## config.mk

```make
export PLATFORM = sky130hd
export DESIGN_NAME = branch_hazard_ctrl
export DESIGN_NICKNAME = d
export VERILOG_FILES = /design/src/rtl/branch_hazard_ctrl_pkg.sv /design/src/rtl/branch_hazard_ctrl_sat_counter.sv /design/src/rtl/branch_hazard_ctrl.sv
export SDC_FILE = /design/constraint.sdc
export NUM_CORES = 1
export LEC_CHECK = 0
export CAP_MARGIN = 0
export CORE_UTILIZATION = 45
export DETAILED_ROUTE_END_ITERATION = 10
export GPL_ROUTABILITY_DRIVEN = 0
export GPL_TIMING_DRIVEN = 0
export PLACE_DENSITY = 0.77
export SYNTH_ARGS = -nofsm -noshare
export SYNTH_HDL_FRONTEND = slang
export SYNTH_SLANG_ARGS = --single-unit
```

## constraint.sdc

```tcl
create_clock -name clk -period 2.7 [get_ports clk]
set_input_delay 0.54 -clock clk [delete_from_list [all_inputs] [get_ports clk]]
set_output_delay 0.54 -clock clk [all_outputs]
set_load 0.05 [all_outputs]
```

## src/rtl/branch_hazard_ctrl_pkg.sv

```systemverilog
// Shared definitions for the decode-stage branch/load hazard stall controller.
package branch_hazard_ctrl_pkg;

  typedef enum logic {
    IDLE = 1'b0,
    HOLD = 1'b1
  } bh_state_t;

  localparam int REG_ZERO = 0;

endpackage

```

## src/rtl/branch_hazard_ctrl_sat_counter.sv

```systemverilog
// Saturating up-counter with synchronous clear; clear wins over increment.
module branch_hazard_ctrl_sat_counter #(
  parameter int W = 16
) (
  input  logic         clk,
  input  logic         rst_n,
  input  logic         inc,
  input  logic         clr,
  output logic [W-1:0] cnt
);

  always_ff @(posedge clk or negedge rst_n) begin
    if (!rst_n) begin
      cnt <= '0;
    end else if (clr) begin
      cnt <= '0;
    end else if (inc && (cnt != '1)) begin
      cnt <= cnt + 1'b1;
    end
  end

endmodule

```

## src/rtl/branch_hazard_ctrl.sv

```systemverilog
// Decode-stage stall controller: detects hazards decode forwarding cannot cover and
// runs a 1- or 2-cycle stall, with saturating debug counters.
//   state | meaning
//   IDLE  | no sequence in progress; hazards evaluated, first stall cycle issued here
//   HOLD  | second stall cycle of a branch-after-load sequence; inputs ignored
module branch_hazard_ctrl
  import branch_hazard_ctrl_pkg::*;
#(
  parameter int NB_REG = 5,
  parameter int NB_CNT = 16
) (
  input  logic              clk,
  input  logic              rst_n,
  input  logic              enable,
  input  logic              cnt_clear,
  input  logic [NB_REG-1:0] id_rs,
  input  logic [NB_REG-1:0] id_rt,
  input  logic              id_uses_rt,
  input  logic              id_branch,
  input  logic              ex_reg_write,
  input  logic              ex_mem_read,
  input  logic [NB_REG-1:0] ex_write_reg,
  input  logic              mem_mem_read,
  input  logic [NB_REG-1:0] mem_write_reg,
  output logic              pc_write,
  output logic              if_id_write,
  output logic              id_ex_bubble,
  output logic              stall,
  output logic [NB_CNT-1:0] stall_cycles,
  output logic [NB_CNT-1:0] hazard_events
);

  localparam logic [NB_REG-1:0] REG0 = NB_REG'(REG_ZERO);

  bh_state_t state, state_nxt;
  logic      m_ex, m_mem, haz_2, haz_1, seq_start;

  assign m_ex  = (ex_write_reg != REG0) &&
                 ((ex_write_reg == id_rs) || (id_uses_rt && (ex_write_reg == id_rt)));
  assign m_mem = (mem_write_reg != REG0) &&
                 ((mem_write_reg == id_rs) || (id_uses_rt && (mem_write_reg == id_rt)));

  // A load in EX feeding a branch needs two cycles: one to reach MEM, one to reach WB.
  assign haz_2 = id_branch & ex_mem_read & m_ex;
  assign haz_1 = (id_branch & ex_reg_write & ~ex_mem_read & m_ex) |
                 (id_branch & mem_mem_read & m_mem) |
                 (~id_branch & ex_mem_read & m_ex);

  always_ff @(posedge clk or negedge rst_n) begin
    if (!rst_n) begin
      state <= IDLE;
    end else begin
      state <= state_nxt;
    end
  end

  always_comb begin
    state_nxt = state;
    stall     = 1'b0;
    seq_start = 1'b0;
    if (enable) begin
      case (state)
        IDLE: begin
          if (haz_2 || haz_1) begin
            stall     = 1'b1;
            seq_start = 1'b1;
          end
          if (haz_2) state_nxt = HOLD;
        end
        HOLD: begin
          stall     = 1'b1;
          state_nxt = IDLE;
        end
        default: state_nxt = IDLE;
      endcase
    end
  end

  assign pc_write     = enable & ~stall;
  assign if_id_write  = enable & ~stall;
  assign id_ex_bubble = stall;

  branch_hazard_ctrl_sat_counter #(.W(NB_CNT)) u_stall_cnt (
    .clk   (clk),
    .rst_n (rst_n),
    .inc   (stall),
    .clr   (cnt_clear),
    .cnt   (stall_cycles)
  );

  branch_hazard_ctrl_sat_counter #(.W(NB_CNT)) u_event_cnt (
    .clk   (clk),
    .rst_n (rst_n),
    .inc   (seq_start),
    .clr   (cnt_clear),
    .cnt   (hazard_events)
  );

endmodule

```

# Yosys cells after proc, flatten, opt, wreduce, memory -nomap -nowiden
# Cells that the tools add are included.
[op_classes] add_sub_neg=2 n_eq_ne=6 n_mux=11 n_bitwise=16 n_reduce_logical=13
[ops] operator="$mux 16" count=4
[ops] operator="$add 16x1->16 const B" count=2
[ops] operator="$ne 16x16->1 const B" count=2
[ops] operator="$eq 5x5->1" count=4
[ops] operator="$and 1x1->1" count=10
[ops] operator="$reduce_bool 5->1" count=2
[ops] operator="$logic_and 1x1->1" count=6
[ops] operator="$mux 1" count=5
[ops] operator="$not 1->1" count=4
[ops] operator="$pmux 1 s2" count=2
[ops] operator="$reduce_bool 2->1" count=2
[ops] operator="$logic_or 1x1->1" count=3
[ops] operator="$or 1x1->1" count=2
[word_totals] regBits=33 input_bits=29 out_inout_bits=36 elab_cells=51

# Logic depth before layout (Yosys ltp)
# Gate-level depths: netlist of the first run.
[depth] word_depth=14 depth_mapped=9 mapped_depth_nobuf=8

# Hierarchy
# A second synthesis of the first run with hierarchy kept.
[unflattened] cells_unflattened=242 area_unflattened_um2=2243.4
[modules_own_cells] mod="branch_hazard_ctrl_sat_counter" n_inst=2 cells_each=98 area_each_um2=942.2 seq_area_each_um2=400.4
[modules_own_cells] mod="branch_hazard_ctrl" n_inst=1 cells_each=46 area_each_um2=359.1 seq_area_each_um2=25.0

# Worst setup path before layout of the first run
# Ideal clock, no wire load.
[synth_path] path_type="in2out" from="input port mem_write_reg[0]" to="output port pc_write" arrival_time_ns=2.568 required_ns=2.160 path_slack_ns=-0.408 path_stages=6 path_buffers=2 cell_sequence="or3_1 -> o311a_1 -> a22o_1 -> buf_4 -> nor2_1 -> buf_4"
[synth_between] elab_chain_cells=13 elab_cells_between_ends=15 cone_classes="eq/ne: 2; mux: 3; bitwise: 5; reduce/logical: 5"
[synth_lines] item="start: declaration" line_no="branch_hazard_ctrl.sv:24" text="input logic [NB_REG-1:0] mem_write_reg,"
[synth_lines] item="$eq 5x5->1" line_no="branch_hazard_ctrl.sv:41" text="((mem_write_reg == id_rs) || (id_uses_rt && (mem_write_reg == id_rt)));"
[synth_lines] item="$logic_and 1x1->1" line_no="branch_hazard_ctrl.sv:41"
[synth_lines] item="$logic_or 1x1->1" line_no="branch_hazard_ctrl.sv:41"
[synth_lines] item="$logic_and 1x1->1 (*)" line_no="branch_hazard_ctrl.sv:40" text="assign m_mem = (mem_write_reg != REG0) &&"
[synth_lines] item="$and 1x1->1 (*)" line_no="branch_hazard_ctrl.sv:46" text="(id_branch & mem_mem_read & m_mem) |"
[synth_lines] item="$or 1x1->1 (*)" line_no="branch_hazard_ctrl.sv:45" text="assign haz_1 = (id_branch & ex_reg_write & ~ex_mem_read & m_ex) |"
[synth_lines] item="$or 1x1->1 (*)" line_no="branch_hazard_ctrl.sv:46"
[synth_lines] item="$logic_or 1x1->1 (*)" line_no="branch_hazard_ctrl.sv:64" text="if (haz_2 || haz_1) begin"
[synth_lines] item="$mux 1 (*)" line_no="branch_hazard_ctrl.sv:64"
[synth_lines] item="$pmux 1 s2 (*)" line_no="branch_hazard_ctrl.sv:62" text="case (state)"
[synth_lines] item="$mux 1 (*)" line_no="branch_hazard_ctrl.sv:61" text="if (enable) begin"
[synth_lines] item="$not 1->1 (*)"
[synth_lines] item="$and 1x1->1 (*)"
[synth_lines] item="end: declaration" line_no="branch_hazard_ctrl.sv:25" text="output logic pc_write,"
# Mark *: on every way between the ends. The rest lies on a longest branch, timed or not.

# Final worst setup path of the first run
[layout_path] from="input port mem_write_reg[0]" to="output port stall"
[layout_between] elab_chain_cells=11 elab_cells_between_ends=13 cone_classes="eq/ne: 2; mux: 3; bitwise: 3; reduce/logical: 5"
[layout_lines] item="$eq 5x5->1" line_no="branch_hazard_ctrl.sv:41"
[layout_lines] item="$logic_and 1x1->1" line_no="branch_hazard_ctrl.sv:41"
[layout_lines] item="$logic_or 1x1->1" line_no="branch_hazard_ctrl.sv:41"
[layout_lines] item="$logic_and 1x1->1 (*)" line_no="branch_hazard_ctrl.sv:40"
[layout_lines] item="$and 1x1->1 (*)" line_no="branch_hazard_ctrl.sv:46"
[layout_lines] item="$or 1x1->1 (*)" line_no="branch_hazard_ctrl.sv:45"
[layout_lines] item="$or 1x1->1 (*)" line_no="branch_hazard_ctrl.sv:46"
[layout_lines] item="$logic_or 1x1->1 (*)" line_no="branch_hazard_ctrl.sv:64"
[layout_lines] item="$mux 1 (*)" line_no="branch_hazard_ctrl.sv:64"
[layout_lines] item="$pmux 1 s2 (*)" line_no="branch_hazard_ctrl.sv:62"
[layout_lines] item="$mux 1 (*)" line_no="branch_hazard_ctrl.sv:61"
[layout_lines] item="end: declaration" line_no="branch_hazard_ctrl.sv:28" text="output logic stall,"
# Marks and branches as above.

==> flow_summary.toml, run 1 <==
[floorplan]
fp-row-count = 24
io_pins = 65
start_util = 0.475
chipWidth_um = 70.3
chipHeight_um = 70.3
dieArea_um2 = 4940
coreArea_um2 = 4410

[placement]
hpwl_mm = 4.01
placed_cell_area_um2 = 2820
numPortBuffers = 64

[global_routing]
grt_use_total = 0.230
grt_pass1_vias = 1966
grt_max_degree = 34
grt_pass1_wl_mm = 9.13
antenna_found_initial = 0
grt_overflow_total = 0

[layout]
seq_area_um2 = 826
drive_gt1_frac = 0.133
fin_util = 0.673
antenna_cells = 0
area_growth_pct = 41.6
finalNetCount = 346
multi_input_area_um2 = 1270
fillers = 376
final_cell_area_um2 = 2970

[synth]
seq_area_frac_synth = 0.394
synth_xor_area_frac = 0.155
synth_area_um2 = 2100
postSynthCellCount = 240
ys_ff_latch = 33
yosys.area_share.simple = 0.291
ys_warn_count = 0
avgSynthCellArea_um2 = 8.74
synth_top_family_by_area = "simple AND/OR/NAND/NOR gates"
ys_async_sr_fraction = 1.00
synth_compound_area_frac = 0.0907
syn_nets = 271
synth_edf_count = 0
ys.flop_type = "dfrtp_1"
synth_fa_ha_area_frac = 0.0119
synth_mux_area_frac = 0.0227
synth_cell_types = 39

[outcome]
status = "finished, final reports clean"

[worst_hold_path]
min_path_type = "input port to asynchronous set/reset pin"

[timing]
setup_viol = 0
drv_slew = 0
clock_skew_ns = 0.00734
fin_crit_sh = 0.981
post-route-min-period_ns = 2.65
hold_viol = 0
slew_headroom = 0.513
max_freq_mhz = 378
worst_pin_slew_ns = 0.730

[clocking]
cts_buffer_depth = 2
htreeDepth = 2
clk_latency_ns = 0.27
cts_buffers = 5
root_buffer = "clkbuf_8"
clock-sinks = 33
cts_hold_buf = 0
path_clk_slew_ns = 0.07
cts_tree = "yes"

[routing]
vias = 2047
viasPerCell = 5.58
firstDrtPassIters = 4
post_drt_wl_per_cell_um = 14.6
drc_errors = 0
wirelength_mm = 5.37
antenna_left = 0
first_iter_violations = 98

[worst_setup_path]
endpoint_kind = "primary output"
crit_path_max_fanout = 3
ff2ff_setup_slack_ns = 0.41
startpoint_type = "input port"
cpMaxStageDelayCell = "or3_1"
crit_arrival_ns = 2.11
crit_buf_inv = 4
critPathRequiredTime_ns = 2.16
crit_chain = "buf_2, or3_1, o311a_4, a221oi_4, buf_6, nor2_4, buf_4, buf_8"
critPathMaxStageDelay_ns = 0.39
path_delay_family = "compound AO/OA/AOI/OAI gates"
crit_type = "input port to primary output"

[power_and_ir_drop]
powerDensity_nw_per_um2 = 352
p_leak_nw = 1.19
vdd_ir_drop_max_v = 0.000245
p_total_mw = 1.05

[job]
drv_cap = 0
==> routing by layer <==
layer	global-route usage	routed length (µm)	vias to the layer above	share of wire
met5	0	0	-	0
met4	0.0489	31	0	0.0058
met3	0.0447	277	4	0.052
met2	0.390	2660	61	0.50
met1	0.305	2400	999	0.45
li1	-	-	983	-
==> per-stage QoR <==
step                setup WS, ns  std cells  hold slack [ns]  TNS [ns]
CTS                       0.0104        367            0.355         0
global placement           -1.09        356            0.505     -7.41
global route            -0.00653        367            0.394  -0.00653
floorplan                 0.0364        240            0.244         0
finish                    0.0516        367            0.323         0
detailed placement         -1.11        356            0.517     -8.23
==> power by group <==
part,internal [mW],switching (mW)
combinational,0.0780,0.0997
sequential,0.496,0.00146
clock,0.202,0.169
total,0.776,0.271
==> worst paths after layout <==
path	cells after the start	startpoint	endpoint
min reg2reg	2	state	state
max	8	mem_write_reg[0]	stall
min in group clk	2	state	state
max reg2reg	8	u_event_cnt.cnt[0]	u_event_cnt.cnt[15]
max in group asynchronous	1	rst_n	u_event_cnt.cnt[8]
min	1	rst_n	u_stall_cnt.cnt[15]
==> cells by family (layout without fill, tap and decap cells) <==
family	Yosys count	after routing
buffers and inverters	16	91
adder cells (fa/ha/maj)	2	2
AO/OA/AOI/OAI	30	30
flip-flops	33	33
XOR/XNOR	37	37
AND/OR/NAND/NOR	118	118
multiplexers	4	4
==> cells in the final DEF (no fill, tap or decap), types with 2 or more instances in the layout <==
cell type | synthesis | layout
clkdlybuf4s50_1 | 0 | 39
dfrtp_1 | 33 | 33
nor2_1 | 33 | 31
xnor2_1 | 28 | 28
nand2_1 | 17 | 17
dlygate4sd2_1 | 0 | 16
a21oi_1 | 13 | 13
nand3_1 | 11 | 11
nand4_1 | 11 | 11
or3_1 | 8 | 8
clkbuf_1 | 7 | 8
o21ai_0 | 8 | 8
xor2_1 | 9 | 7
buf_4 | 3 | 7
and3_1 | 6 | 6
buf_2 | 2 | 6
clkbuf_8 | 0 | 6
nor3_1 | 5 | 5
nand2b_1 | 5 | 5
and2_1 | 5 | 5
nor4_1 | 4 | 4
a31o_2 | 4 | 4
inv_1 | 3 | 3
nor2b_1 | 3 | 3
xor2_2 | 0 | 2
buf_6 | 0 | 2
nor2_4 | 0 | 2
and4_1 | 2 | 2
nor4b_1 | 2 | 2
mux2_2 | 2 | 2
ha_1 | 2 | 2
buf_8 | 0 | 2
==> final cells by class <==
type | count | area share
buffer | 13 | 0.0244
clock buffer | 7 | 0.0291
inverter | 3 | 0.00379
multi-input combinational | 191 | 0.429
sequential | 33 | 0.278
tap | 52 | 0.0219
timing repair buffer | 68 | 0.214
==> synth_stat cells (all sizes together) (6+ instances only) <==
cell	instances	area (µm²)
xnor2	28	245
dfrtp	33	826
nand2	18	70.1
nand4	11	68.8
nand3	11	55.1
buf	6	36.3
or3	8	50.1
a21oi	13	65.1
nor2	34	130
and3	6	37.5
clkbuf	7	26.3
o21ai	8	40.0
xor2	9	78.8
==> repair_timing <==
action | CTS | global route
gates resized for setup | 63 | 2
buffers inserted | 4 | 0
pin swaps | 7 | 3
setup endpoints to repair | 7 | 5
==> worst reg2reg max path, delay by kind of cell (launching register included) <==
| family | cells | cell delay (ns) |
|---|---|---|
| buffers and inverters | 1 | 0.19 |
| flip-flops | 1 | 0.41 |
| adder cells (fa/ha/maj) | 1 | 0.20 |
| multiplexers | 1 | 0.31 |
| AND/OR/NAND/NOR | 5 | 1.07 |
==> sequential cells by signal, summed over array words and instances, names as in the netlist <==
name / cells
u_event_cnt.cnt: 16
u_stall_cnt.cnt: 16
state: 1
(Power assumes the default switching activity.)
==> run 2, diff against run 1 <==
- ABC_AREA: not set -> 1
- CTS_CLUSTER_SIZE: not set -> 28
- PLACE_DENSITY: 0.77 -> 0.74
==> run 2 against run 1 <==
Count of clock-buffer cells in the layout fell by 2. Via count rose by 30%. Clock skew fell by 0.00065 ns. Total power rose by 18%. Final area rose by 15%. Die area rose by 19%. Core utilization fell by 2.1 points. Largest cell class unchanged. Largest power group unchanged. Highest routed layer unchanged.
==> flow_summary.toml, run 2 <==
[clocking]
cts_buffers = 5
path_clk_slew_ns = 0.07
cts_buffer_depth = 2
clk_latency_ns = 0.29
cts_tree = "yes"
root_buffer = "clkbuf_8"
htreeDepth = 2
clock-sinks = 33
cts_hold_buf = 0

[synth]
ys.flop_type = "dfrtp_1"
ys_ff_latch = 33
seq_area_frac_synth = 0.330
synth_area_um2 = 2510
postSynthCellCount = 374
synth_cell_types = 29
synth_edf_count = 0
synth.most_common_cell = "nand2_1"
synth_common_cells = "nand2_1, nand3_1, nor2_1"
syn_nets = 405
ys_warn_count = 0
synthTopCellsByArea = "dfrtp_1, nand2_1, nand3_1, xor2_1, nor2_1"
synth_top_area_share = 0.330
ys_async_sr_fraction = 1.00
yosys.area.top_type = "dfrtp_1"
avgSynthCellArea_um2 = 6.70

[floorplan]
coreArea_um2 = 5240
dieArea_um2 = 5870
fp-row-count = 26
io_pins = 65
start_util = 0.478
chipWidth_um = 76.6
chipHeight_um = 76.6

[placement]
numPortBuffers = 63
hpwl_mm = 4.89

[timing]
whs_ns = 0.307
max_freq_mhz = 381
clock_skew_ns = 0.00669
worst_pin_slew_ns = 0.740
hold_viol = 0
fin_crit_sh = 0.972
setup_viol = 0
drv_slew = 0
post-route-min-period_ns = 2.62
slew_headroom = 0.507
fin_tns_setup_ns = 0

[worst_setup_path]
crit_path_max_fanout = 3
crit_chain = "clkdlybuf4s50_1, inv_1, nand2_1, nand2_1, nor2_2, nand3_1, nand2_1, nand2_2, nand3_4, nand2_1, inv_2, buf_4, buf_8"
crit_type = "input port to primary output"
critPathRequiredTime_ns = 2.16
cpMaxStageDelayCell = "clkdlybuf4s50_1"
r2r_cells = 9
crit_top_cell = "nand2_1"
crit_arrival_ns = 2.08
startpoint_type = "input port"
endpoint_kind = "primary output"
critPathMaxStageDelay_ns = 0.50

[layout]
fin_util = 0.651
top_regs = "u_event_cnt.cnt x16, u_stall_cnt.cnt x16, state x1"
area_growth_pct = 36.1
layout_common_cells = "nand2_1, nand3_1, nor2_1"
finalNetCount = 476
mostFrequentLayoutCell = "nand2_1"
fillers = 502
antenna_cells = 0
drive_gt1_frac = 0.0942

[power_and_ir_drop]
p_switching_mw = 0.367
clockPowerShare = 0.384
seqPwrFrac = 0.416
p_leak_nw = 1.74
combPwrFrac = 0.199
vdd_ir_drop_max_v = 0.000279
internal-power_mw = 0.871
p_total_mw = 1.24
powerDensity_nw_per_um2 = 363
netSwitchingFraction = 0.297

[routing]
first_iter_violations = 99
drc_errors = 0
firstDrtPassIters = 5
antenna_left = 0
vias = 2652
wirelength_mm = 6.69
post_drt_wl_per_cell_um = 13.0
viasPerCell = 5.14

[outcome]
status = "finished, final reports clean"

[global_routing]
antenna_found_initial = 0
grt_pass1_vias = 2381
grt_pass1_wl_mm = 11.0
grt_use_total = 0.234
grt_overflow_total = 0
grt_max_degree = 34

[job]
drv_cap = 0

[worst_hold_path]
min_path_type = "input port to asynchronous set/reset pin"
==> run 2: changes by cell type after synthesis, sizes merged, moves of 8 or more <==
cell,before,now
a21oi,13,3
inv,3,31
nor2,34,50
or3,8,0
xnor2,28,5
nand3b,1,13
nand3,11,56
xor2,9,24
nand2,18,124
==> run 2: area by class of cell <==
class | instances | area (µm²) | area share
clock inverters | 3 | 46.3 | 0.0136
plain buffers | 12 | 81.3 | 0.0238
repair buffers | 64 | 661 | 0.194
multi-input cells | 298 | 1530 | 0.447
well taps | 70 | 87.6 | 0.0257
flip-flops and latches | 33 | 826 | 0.242
clock buffers | 5 | 68.8 | 0.0202
inverters | 31 | 116 | 0.0341
==> run 2: worst paths after layout <==
| kind | slack [ns] | end | start |
|---|---|---|---|
| max | 0.08 | stall | id_rs[1] |
| min | 0.31 | u_event_cnt.cnt[4] | rst_n |
| max reg2reg | 0.67 | u_stall_cnt.cnt[15] | u_stall_cnt.cnt[0] |
| min reg2reg | 0.59 | u_event_cnt.cnt[14] | u_event_cnt.cnt[14] |
| max in group asynchronous | 1.92 | state | rst_n |
| min in group clk | 0.59 | u_event_cnt.cnt[14] | u_event_cnt.cnt[14] |
==> run 2: per-stage QoR <==
| stage | area (µm²) | worst slack, ns | std cells |
|---|---|---|---|
| 2_1_floorplan | 2510 | 0.0884 | 374 |
| 3_3_place_gp | 3220 | -0.620 | 507 |
| 3_5_place_dp | 3220 | -0.624 | 507 |
| 4_1_cts | 3320 | 0.00292 | 515 |
| 5_1_grt | 3410 | -0.0275 | 516 |
| 6_report | 3410 | 0.0753 | 516 |
==> run 2: cells by family after synthesis <==
| family | after synthesis | share of synthesized area |
|---|---|---|
| simple gates | 257 | 0.459 |
| buf+inv | 43 | 0.0789 |
| flops | 33 | 0.330 |
| xor+xnor | 29 | 0.101 |
| compound gates | 10 | 0.0210 |
| fa+ha+maj | 2 | 0.00998 |
==> run 2: repair_timing <==
action                                  4_1_cts  5_1_grt
endpoints found under the setup margin        4        4
setup buffers                                 0        1
pin swaps                                     0        1
gates resized for setup                      23       29
gates cloned                                  0        0
==> run 2: critical path, delay by kind of cell <==
family	cells	cell delay, ns
buf+inv	5	0.86
simple gates	8	0.66
==> run 2: routing by layer <==
metal  wire, µm  track usage  vias to the layer above
met5          0            0                        -
met4        150       0.0942                        0
met3        302       0.0419                       14
met2       3200        0.373                       84
met1       3040        0.312                     1210
li1           -            -                     1344
==> run 2: power groups by stage <==
stage	Clock [mW]	Sequential [mW]	Combinational, mW
floorplan	0	0.549	0.108
global placement	0	0.524	0.237
detailed placement	0	0.525	0.240
CTS	0.487	0.516	0.239
global route	0.514	0.517	0.268
finish	0.476	0.516	0.247
==> edit 1 (settings of run 1) <==
Change the package constant `REG_ZERO` from 0 to 1.
--- a/src/rtl/branch_hazard_ctrl_pkg.sv
+++ b/src/rtl/branch_hazard_ctrl_pkg.sv
@@ -6,7 +6,7 @@
     HOLD = 1'b1
   } bh_state_t;
 
-  localparam int REG_ZERO = 0;
+  localparam int REG_ZERO = 1;
 
 endpackage
 
Formal check against the unedited RTL: not equivalent (Yosys sat finds a counterexample within 4 cycles, from zero or initial values and one cycle with rst_n low).
==> edit 1 against run 1 <==
The flow now finishes with violations (negative setup slack); worst setup slack worse by 0.071 ns; clock power is 13% higher; synthesized cell count is 13% higher; synthesized area is 13% higher; sequential cell count stayed put; wire length is 19% higher; register-to-register slack worse by 0.16 ns; power is 7.1% higher; design area is 11% higher; highest routed layer unchanged.
==> edit 1: results (changes against run 1) <==
placed_design:
  io_buffers: 63  # was 64
  place_area_mm2: 0.00311  # was 0.00282 mm^2
  dp_hpwl_um: 4650  # was 4010 um
global_route:
  grt_pass1_vias: 2236  # was 1,966
  antenna_found_initial: 0  # unchanged
  grt_max_degree: 34  # unchanged
  grt_pass1_wl_um: 10600  # was 9130 um
  grt_usage: 0.252  # was 0.230
clocking:
  root_buffer: "clkbuf_8"  # unchanged
  cts_made_buffers: 5  # unchanged
  clkLatencyLatePin_ns: 0.29  # was 0.27 ns
  clockBufferDepth: 2  # unchanged
  path_clk_slew_ns: 0.07  # about the same
  cts_max_level: 2  # unchanged
drt:
  drtPass1Iterations: 4  # unchanged
  drt-initial-drc-count: 123  # was 98
  wl_per_cell_um: 15.3  # was 14.6 um
  avgViaCountPerCell: 5.74  # was 5.58
cells_and_area:
  n_antenna_cell: 0  # unchanged
  fillers: 441  # was 376
  nNetsFinal: 377  # was 346
  drive_gt1_frac: 0.159  # was 0.133
  reg_top3: "u_event_cnt.cnt x16, u_stall_cnt.cnt x16, state x1"  # unchanged
power_and_ir_drop:
  cellPowerDensity_mw_per_mm2: 340  # was 352 mW/mm^2
  power_leakage_nw: 1.29  # was 1.19 nW
  peakVddDrop_mv: 0.265  # was 0.245 mV
yosys:
  synth_area_leaders: "dfrtp_1 35%, xnor2_1 6.6%, nor2b_1 4.5%, nor2_1 4.4%, mux2_1 3.8%"  # was dfrtp_1 39%, xnor2_1 12%, nor2_1 5.9%, xor2_1 3.8%, nand4_1 3.3%
  synth_common_cells: "33 x dfrtp_1, 28 x nor2_1, 18 x xnor2_1"  # was 33 x dfrtp_1, 33 x nor2_1, 28 x xnor2_1
  yosysWarningCount: 0  # unchanged
  ys_types: 45  # was 39
  synth_nets: 302  # was 271
  async_flop_share: 1.00  # unchanged
  synthFlopType: "dfrtp_1"  # unchanged
  yosysSeqAreaShare: 0.348  # was 0.394
timing:
  tightest_slew_ns: 0.749  # was 0.730 ns
  finClkSkew_ns: 0.0120  # was 0.00734 ns
  fin_ws_ns: -0.0189  # was 0.0516 ns
  setup_viol: 1  # was 0
status:
  status: "finished with violations"  # was finished clean
  violations: "negative setup slack"
critical_path:
  critPathMaxFanout: 4  # was 3
  max_stage_delay_ns: 0.53  # was 0.39 ns
  critPathSlowestCell: "or4b_4"  # was or3_1
  arrival_ns: 2.18  # was 2.11 ns
hold_path:
  hold_path.class: "in2async"  # unchanged
[edit 1: cell type report]
type | count | share of cell area
tap | 70 | 0.0266
inverter | 12 | 0.0137
buffer | 18 | 0.0304
timing repair buffer | 68 | 0.194
multi-input combinational | 208 | 0.454
clock inverter | 1 | 0.00152
clock buffer | 7 | 0.0293
sequential | 33 | 0.251
[edit 1: where the power goes]
part | leakage, nW | switching (mW) | internal [mW]
Clock | 0.0542 | 0.191 | 0.231
Combinational | 0.772 | 0.119 | 0.0838
Sequential | 0.461 | 0.00168 | 0.495
Total | 1.29 | 0.312 | 0.810
[edit 1: final timing paths]
check / endpoint / cells past startpoint / startpoint / slack (ns)
max: stall / 9 / mem_write_reg[4] / -0.02
min: u_event_cnt.cnt[14]$_DFFE_PN0P_ / 1 / rst_n / 0.30
max reg2reg: u_event_cnt.cnt[5]$_DFFE_PN0P_ / 8 / u_event_cnt.cnt[0]$_DFFE_PN0P_ / 0.25
min reg2reg: u_stall_cnt.cnt[10]$_DFFE_PN0P_ / 2 / u_stall_cnt.cnt[10]$_DFFE_PN0P_ / 0.58
max in group asynchronous: u_stall_cnt.cnt[9]$_DFFE_PN0P_ / 1 / rst_n / 1.90
min in group clk: u_stall_cnt.cnt[10]$_DFFE_PN0P_ / 2 / u_stall_cnt.cnt[10]$_DFFE_PN0P_ / 0.58
[edit 1: through the flow]
step	setup WS [ns]	setup TNS (ns)	hold WS, ns	power (mW)	instances
after CTS	-0.0252	-0.0252	0.339	1.13	417
after floorplan	0.0259	0	0.244	0.610	271
after global placement	-1.17	-9.48	0.559	0.697	404
after detailed placement	-1.14	-10.07	0.561	0.700	404
after global routing	-0.0928	-0.121	0.374	1.16	417
final	-0.0189	-0.0189	0.299	1.12	417
[edit 1: cells by family after synthesis]
group	share of synthesized area
buffers and inverters	0.0564
adder cells (fa/ha/maj)	0.0105
flip-flops	0.348
AO/OA/AOI/OAI	0.153
multiplexers	0.0759
XOR/XNOR	0.0738
AND/OR/NAND/NOR	0.283
[edit 1: repair_timing]
item                                    in CTS  in global routing
gates resized for setup                     71                  4
endpoints found under the setup margin       8                  5
pin swaps                                   15                  7
buffers inserted                             5                  0
cloned                                       0                  0
[edit 1: critical path, delay by kind of cell]
kind	cells	cell delay, ns
simple gates	2	0.57
buf+inv	5	0.58
compound gates	2	0.49
[edit 1: per-layer routing]
metal  track usage  wire length, um  vias to the layer above
met3        0.0535              315                       12
met2         0.415             3180                       88
met1         0.330             2800                     1159
li1              -                -                     1134
met5             0                0                        -
met4        0.0818               98                        0
==> edit 2 (settings of run 1) <==
Without the edit above. Reset style: synchronous (`rst_n`), changed in 2 clocked blocks.
--- a/src/rtl/branch_hazard_ctrl_sat_counter.sv
+++ b/src/rtl/branch_hazard_ctrl_sat_counter.sv
@@ -9,7 +9,7 @@
   output logic [W-1:0] cnt
 );
 
-  always_ff @(posedge clk or negedge rst_n) begin
+  always_ff @(posedge clk) begin
     if (!rst_n) begin
       cnt <= '0;
     end else if (clr) begin
--- a/src/rtl/branch_hazard_ctrl.sv
+++ b/src/rtl/branch_hazard_ctrl.sv
@@ -46,7 +46,7 @@
                  (id_branch & mem_mem_read & m_mem) |
                  (~id_branch & ex_mem_read & m_ex);
 
-  always_ff @(posedge clk or negedge rst_n) begin
+  always_ff @(posedge clk) begin
     if (!rst_n) begin
       state <= IDLE;
     end else begin
Behaviour: differs if rst_n is asserted again (counterexample within 4 cycles, from zero or initial values and one cycle with rst_n low); with rst_n held inactive, the same outputs for 10 cycles.
==> edit 2 against run 1 <==
Wire length grew 9.2%; power grew 5.8%; design area grew 1.7%; worst hold slack gained 0.17 ns; synthesized area shrank 1.8%; worst setup slack lost 0.047 ns; via count grew 12%; sequential cell count is the same.
==> edit 2: results (changes against run 1) <==
status:
  status: "finished clean"  # unchanged
power_and_ir_drop:
  switchingPower_mw: 0.302  # was 0.271 mW
  power_leakage_nw: 1.00  # was 1.19 nW
placed_design:
  place_area_mm2: 0.00279  # was 0.00282 mm^2
  dp_hpwl_um: 4130  # was 4010 um
  place_ws_ns: -1.28  # was -1.11 ns
timing:
  tightest_slew_ns: 0.590  # was 0.730 ns
  finClkSkew_ns: 0.00982  # was 0.00734 ns
critical_path:
  arrival_ns: 2.16  # was 2.11 ns
  reg2reg_slack_ns: 0.28  # was 0.41 ns
  worst_r2r_endpoint: "u_stall_cnt.cnt[3]$_SDFFE_PP0P_"  # was u_event_cnt.cnt[15]$_DFFE_PN0P_
  critPathMaxFanout: 4  # was 3
  max_stage_delay_ns: 0.29  # was 0.39 ns
  crit_end: "pc_write"  # was stall
global_route:
  grt_max_degree: 11  # was 34
  grt_pass1_wl_um: 9780  # was 9130 um
  use_met2: 0.428  # was 0.390
  grt_pass1_vias: 2162  # was 1,966
  grtUsageMet3: 0.0436  # was 0.0447
  grt_usage: 0.248  # was 0.230
yosys:
  synth_xor_area_frac: 0.0851  # was 0.155
  synthAdderAreaFrac: 0.0122  # was 0.0119
  synth_area_leaders: "dfxtp_1 32%, or4_1 8.7%, o31ai_1 8.4%, xor2_1 7.7%, a21oi_1 6.6%"  # was dfrtp_1 39%, xnor2_1 12%, nor2_1 5.9%, xor2_1 3.8%, nand4_1 3.3%
  yosysSeqAreaShare: 0.321  # was 0.394
  muxShareOfSynthArea: 0.0243  # was 0.0227
hold_path:
  hold_path.class: "reg2reg"  # was in2async
cells_and_area:
  fillers: 357  # was 376
  drive_gt1_frac: 0.185  # was 0.133
drt:
  drt-total-wl_um: 5860  # was 5370 um
  avgViaCountPerCell: 5.84  # was 5.58
  drt-initial-drc-count: 130  # was 98
clocking:
  clkLatencyLatePin_ns: 0.30  # was 0.27 ns
## edit 2: final cells by class
cell class / instances / share of cell area
Clock inverter: 1 / 0.00166
Inverter: 4 / 0.00497
Clock buffer: 7 / 0.0319
Timing Repair Buffer: 81 / 0.244
Multi-Input combinational cell: 199 / 0.447
Tap cell: 52 / 0.0215
Buffer: 15 / 0.0306
Sequential cell: 33 / 0.219
## edit 2: logic make-up (layout without fill, tap and decap cells)
group / after synthesis / count (layout)
simple gates: 107 / 107
mux: 5 / 5
fa+ha+maj: 2 / 2
compound gates: 65 / 65
flops: 33 / 33
xor+xnor: 20 / 20
buf+inv: 20 / 108
## edit 2: power by group through the flow
stage	combinational [mW]	sequential [mW]	clock, mW
2_1_floorplan	0.0883	0.500	0
3_3_place_gp	0.168	0.499	0
3_5_place_dp	0.169	0.499	0
4_1_cts	0.178	0.487	0.428
5_1_grt	0.202	0.487	0.449
6_report	0.188	0.487	0.431
## edit 2: routing by layer
metal / part of all wire / wire (um)
met1: 0.43 / 2520
met2: 0.50 / 2900
met3: 0.050 / 294
met4: 0.024 / 139
met5: 0 / 0
## edit 2: critical path, delay by kind of cell
kind            cells  cell delay (ns)
xor+xnor            1             0.15
buf+inv             4             0.59
compound gates      2             0.47
simple gates        2             0.42
## edit 2: repair_timing
action	4_1_cts	5_1_grt
endpoints found under the setup margin	4	7
resized for setup	75	12
buffers inserted	13	4
pin swaps	12	4
